$ cat config.mk
export PLATFORM = sky130hd
export DESIGN_NAME = fifo_byte_serializer
export DESIGN_NICKNAME = d
export VERILOG_FILES = /design/src/rtl/fifo_byte_serializer.sv
export SDC_FILE = /design/constraint.sdc
export NUM_CORES = 1
export LEC_CHECK = 0
export BUFFER_PORTS_ARGS = -buffer_cell sky130_fd_sc_hd__buf_4
export CORE_UTILIZATION = 56
export CTS_CLUSTER_DIAMETER = 100
export DETAILED_ROUTE_END_ITERATION = 12
export GPL_ROUTABILITY_DRIVEN = 0
export HOLD_SLACK_MARGIN = 0.03
export MAX_ROUTING_LAYER = met4
export PLACE_DENSITY = 0.84
export SLEW_MARGIN = 20
export SYNTH_ARGS = -nofsm -noshare
export SYNTH_HDL_FRONTEND = slang
export SYNTH_SLANG_ARGS = --single-unit
$ cat constraint.sdc
create_clock -name clk -period 4.5 [get_ports clk]
set_input_delay 1.125 -clock clk [delete_from_list [all_inputs] [get_ports clk]]
set_output_delay 1.125 -clock clk [all_outputs]
set_load 0.01 [all_outputs]
$ cat src/rtl/fifo_byte_serializer.sv
// rtl/fifo_byte_serializer.sv - pops 64-bit FIFO words and streams them out as byte slices.
// Optional: SER_MSB_FIRST_EN reverses slice order (most significant slice first).
module fifo_byte_serializer #(
    parameter int WORD_W  = 64,
    parameter int SLICE_W = 8
) (
    input  logic               clk,
    input  logic               rst,
    input  logic [WORD_W-1:0]  fifo_data_out,
    input  logic               fifo_empty,
    input  logic               fifo_data_valid,
    output logic               pop_fifo,
    output logic [SLICE_W-1:0] slice_out,
    output logic               slice_valid,
    input  logic               slice_ready,
    output logic               last_slice,
    output logic               err
);

    localparam int NSLICE = WORD_W / SLICE_W;
    localparam int IW     = (NSLICE > 1) ? $clog2(NSLICE) : 1;
    localparam logic [IW-1:0] LAST_IDX = IW'(NSLICE - 1);

    typedef enum logic {
        IDLE = 1'b0,
        SEND = 1'b1
    } state_t;

    state_t            state_q, state_d;
    logic [WORD_W-1:0] word_q, word_d;
    logic [IW-1:0]     idx_q, idx_d;
    logic              err_q, err_d;
    logic              capture;
    logic [IW-1:0]     sel;

    always_ff @(posedge clk) begin
        if (rst) begin
            state_q <= IDLE;
            word_q  <= '0;
            idx_q   <= '0;
            err_q   <= 1'b0;
        end else begin
            state_q <= state_d;
            word_q  <= word_d;
            idx_q   <= idx_d;
            err_q   <= err_d;
        end
    end

    always_comb begin
        state_d     = state_q;
        word_d      = word_q;
        idx_d       = idx_q;
        slice_valid = (state_q == SEND);
        last_slice  = (state_q == SEND) && (idx_q == LAST_IDX);
        // A new word may be popped on the very cycle the last slice leaves, so the sink sees no bubble.
        pop_fifo    = ~rst & ~fifo_empty & ((state_q == IDLE) | (last_slice & slice_ready));
        capture     = pop_fifo & fifo_data_valid;
        err_d       = err_q | (fifo_data_valid ^ pop_fifo);

        if (capture) begin
            word_d  = fifo_data_out;
            idx_d   = '0;
            state_d = SEND;
        end else if ((state_q == SEND) && slice_ready) begin
            if (idx_q == LAST_IDX) begin
                state_d = IDLE;
            end else begin
                idx_d = idx_q + 1'b1;
            end
        end
    end

    always_comb begin
`ifdef SER_MSB_FIRST_EN
        sel = LAST_IDX - idx_q;
`else
        sel = idx_q;
`endif
        slice_out = '0;
        if (state_q == SEND) begin
            slice_out = word_q[int'(sel)*SLICE_W +: SLICE_W];
        end
    end

    assign err = err_q;

endmodule

Word level (Yosys, flattened, before mapping)

Cells that the tools add are included.

Add/subtract/negate cells: 1
Multipliers: 0
Divide/modulo/power cells: 0
Magnitude comparators: 0
Equal/unequal tests: 1
Shift operators: 1
Muxes and demuxes: 4
Bitwise operators: 11
Reduce and logical (&&, ||, !) cells: 7

Operator list:

| cell                | count |
|---|---|
| $shiftx 64x7->8     | 1 |
| $mux 8              | 1 |
| $and 1x1->1         | 4 |
| $not 1->1           | 4 |
| $reduce_and 2->1    | 2 |
| $reduce_bool 2->1   | 2 |
| $add 3x1->3 const B | 1 |
| $eq 3x3->1 const B  | 1 |
| $mux 1              | 3 |
| $logic_and 1x1->1   | 2 |
| $or 1x1->1          | 2 |
| $reduce_or 2->1     | 1 |
| $xor 1x1->1         | 1 |

Register bits after elaboration: 69
Bits in latches: 0
Memory bits (writable): 0
Bits in read-only memories: 0
Input port bits: 69
Output and inout port bits: 12
Logic and storage cells: 29
Memories: 0

Depth between registers and ports, before layout

Depth in word-level cells: 8
Gate-level depth with buffers: 10
Mapped depth without buffers: 7

Worst setup path before layout

OpenSTA, ideal clock, no wires.

Path kind: input port to output port
Start: input port rst
End: output port pop_fifo
Data arrival time: 1.829 ns
Data required time: 3.375 ns
Setup slack: 1.546 ns
Cell stages on the path: 3
Buffers on the path: 2
Path through: clkbuf_1 > clkbuf_1 > nor3_1

Longest elaborated chain between the ends: 3

RTL lines:

| element                  | line | source |
|---|---|---|
| start: declaration       | 8    | `input logic rst,` |
| $not 1->1                | 57   | `pop_fifo = ~rst & ~fifo_empty & ((state_q == IDLE) \| (last_slice & slice_ready));` |
| $and 1x1->1 (2 in a row) | 57   |  |
| end: declaration         | 12   | `output logic pop_fifo,` |

No other way between the ends.

Worst setup path in the final report

Start: register idx_q[0]
End: output port pop_fifo

Longest elaborated chain between the ends: 5

RTL lines:

| element                  | line | source |
|---|---|---|
| start: declaration       | 31   | `logic [IW-1:0] idx_q, idx_d;` |
| start signal: assignment | 45   | `idx_q <= idx_d;` |
| $eq 3x3->1               | 55   | `last_slice = (state_q == SEND) && (idx_q == LAST_IDX);` |
| $logic_and 1x1->1        | 55   |  |
| $and 1x1->1              | 57   |  |
| $or 1x1->1               | 57   |  |
| $and 1x1->1              | 57   |  |

No other way between the ends.

==> flow_metrics.env <==
export IMPL_syn_area_sq_um=3010
export IMPL_die_h_um=75.3
export IMPL_placed_cells=408
export IMPL_gr_total_overflow=0
export IMPL_num_vias=2245
export IMPL_drtIter0Drc=131
export IMPL_end_kind="output pin"
export IMPL_dr_pass1_iters=4
export IMPL_max_freq_mhz=300
export IMPL_slew_viol_final=0
export IMPL_cts_buffers=9
export IMPL_grt_pass1_wl_um=9750
export IMPL_clock_latency_ns=0.34
export IMPL_whs_path_depth=2
export IMPL_core_area_sq_um=5140
export IMPL_cp_num_buf_inv=1
export IMPL_syn_nets=352
export IMPL_cts_tree="yes"
export IMPL_antenna_found_initial=0
export IMPL_start_util=0.585
export IMPL_drc=0
export IMPL_rsz0062_at_grt="false"
export IMPL_hold_end="err"
export IMPL_post_drt_wl_per_cell_um=14.8
export IMPL_h_tree_depth=3
export IMPL_cts_sinks=69
export IMPL_reg2reg_from="idx_q[0]"
export IMPL_period_share=0.742
export IMPL_grt_pass1_vias=2150
export IMPL_rrSetupSlack_ns=1.44
export IMPL_stdcell_count=424
export IMPL_clk_pin_slew_worst_paths_ns=0.07
export IMPL_cts_setup_buffers=0
export IMPL_synth_distinct_cells=17
export IMPL_arrival_ns=2.21
export IMPL_ant_nets=0
export IMPL_crit_path_cell_trace="ha_1 > ha_1 > a21boi_0 > nor3_1 > buf_4"
export IMPL_whs_ns=0.476
export IMPL_area_growth_pct=26.4
export IMPL_p_per_area_nw_per_um2=329
export IMPL_diodes=0
export IMPL_cts_resized=0
export IMPL_hp_class="reg -> reg"
export IMPL_startpoint_type="flip-flop"
export IMPL_synthCells=280
export IMPL_power_leakage_nw=1.61
export IMPL_critPathKind="reg -> out"
export IMPL_cts_root_buf="clkbuf_8"
export IMPL_clk_path_buf_depth=2
export IMPL_fillers=407
export IMPL_min_period_ns=3.34
export IMPL_tns_ns=0
export IMPL_max_slew_worst_pin_slew_ns=0.683
export IMPL_setup_viol=0
export IMPL_finalHoldViolCount=0
export IMPL_cpLargestDelayFamily="flip-flops"
export IMPL_cp_slowest_cell="dfxtp_1"
export IMPL_dieArea_sq_um=5670
export IMPL_ir_drop_uv=308
export IMPL_totalWireLength_um=6270
export IMPL_yosys_warnings=0
export IMPL_drive_above_1_share=0.305
export IMPL_grt_usage=0.244
export IMPL_fp_dieW_um=75.3
export IMPL_r2r_cells=8
export IMPL_syn_area_per_cell_sq_um=10.7
export IMPL_status="completed"
export IMPL_port_buffers=80
export IMPL_postCtsHoldBufs=0
export IMPL_crit_top_cell="ha_1"
export IMPL_relSlewSlack=0.544
export IMPL_yosysSeqAreaShare=0.459
export IMPL_dp_hpwl_um=4450
export IMPL_cp_max_fo=12
export IMPL_crit_required_ns=3.38
export IMPL_cap_violations=0
export IMPL_ys_ff_latch=69
export IMPL_io_pins=81
export IMPL_grt_start_max_net_pins=71
export IMPL_rr_endpoint="word_q[19]"
export IMPL_row_count=26
export IMPL_viasPerCell=5.29
export IMPL_fin_skew_ns=0.00912
export IMPL_nets=421
export IMPL_min_delay_start="err"
export IMPL_cpPeakStageDelay_ns=0.76
per-stage QoR:
stage / power, W / cell area (sq um) / util / setup WS, ns
after floorplan: 0.000721 / 3010 / - / 1.55
after global placement: 0.000780 / 3610 / 0.702 / 1.28
after detailed placement: 0.000784 / 3610 / 0.702 / 1.21
after CTS: 0.00126 / 3800 / 0.740 / 1.11
after global routing: 0.00130 / 3800 / 0.740 / 0.928
final: 0.00125 / 3800 / 0.740 / 1.16
area by class of cell:
| class | instances | area, sq um | share of cell area |
|---|---|---|---|
| multi-input combinational | 187 | 1510 | 0.397 |
| sequential | 69 | 1380 | 0.363 |
| timing repair buffer | 82 | 628 | 0.165 |
| clock buffer | 13 | 179 | 0.0470 |
| tap | 70 | 87.6 | 0.0230 |
| clock inverter | 3 | 17.5 | 0.00460 |
how the worst max path moves through the flow:
stage | from | end | slack (ns) | depth (start not counted)
after floorplan | rst | pop_fifo | 1.55 | 3
after global placement | rst | word_q[31] | 1.28 | 6
after detailed placement | rst | word_q[14] | 1.21 | 6
after CTS | idx_q[0] | pop_fifo | 1.11 | 5
after global routing | idx_q[0] | pop_fifo | 0.93 | 5
final | idx_q[0] | pop_fifo | 1.16 | 5
registers in the layout, summed over array words and instances, names as in the netlist:
name and cells:
word_q 64, err 1, idx_q 3, slice_valid 1
Yosys cell counts:
cell | number | area (sq um)
ha_1 | 3 | 37.5
a21boi_0 | 1 | 7.51
nor3_1 | 4 | 20.0
a22oi_1 | 8 | 60.1
and2b_2 | 1 | 8.76
clkbuf_1 | 10 | 37.5
dfxtp_1 | 69 | 1380
mux2i_1 | 82 | 821
nand3b_1 | 1 | 7.51
buf_2 | 7 | 35.0
xor2_1 | 1 | 8.76
and2_1 | 2 | 12.5
buf_4 | 6 | 45.0
mux4_2 | 8 | 180
o211a_1 | 8 | 80.1
buf_6 | 1 | 11.3
nor2_1 | 68 | 255
cells in the final DEF, fill, tap and decap left out:
cell type,count
nor2_1,68
xor2_1,1
buf_4,81
mux4_2,8
and2b_2,1
o211a_1,8
ha_1,2
nand3b_1,1
and2_1,2
mux2i_1,82
clkinvlp_4,1
dfxtp_1,69
ha_4,1
buf_12,1
nor3_1,4
a22oi_1,8
clkinv_2,2
a21boi_0,1
clkbuf_8,13
worst min-delay path: stages (launching register included):
cell and delay [ns]:
dfxtp_1 0.33, nor2_1 0.05, nor2_1 0.07
per-layer routing:
layer	global-route usage	part of all wire	routed length, um
met4	0.111	0.017	104
met3	0.0450	0.051	321
met1	0.309	0.45	2810
met2	0.381	0.48	3040
met5	-	0	0
report_power, final:
part / switching, W / internal, W / total (W)
Sequential: 0.0000133 / 0.000632 / 0.000645
Clock: 0.000224 / 0.000258 / 0.000482
Combinational: 0.0000506 / 0.0000741 / 0.000125
cells by family after synthesis:
group / count (synthesis) / share of synthesized area
buffers and inverters: 24 / 0.0428
flip-flops: 69 / 0.459
adder cells (fa/ha/maj): 3 / 0.0125
AND/OR/NAND/NOR: 76 / 0.101
XOR/XNOR: 1 / 0.00291
AO/OA/AOI/OAI: 17 / 0.0491
multiplexers: 90 / 0.333
No activity file was read; power rests on OpenSTA's default activity.
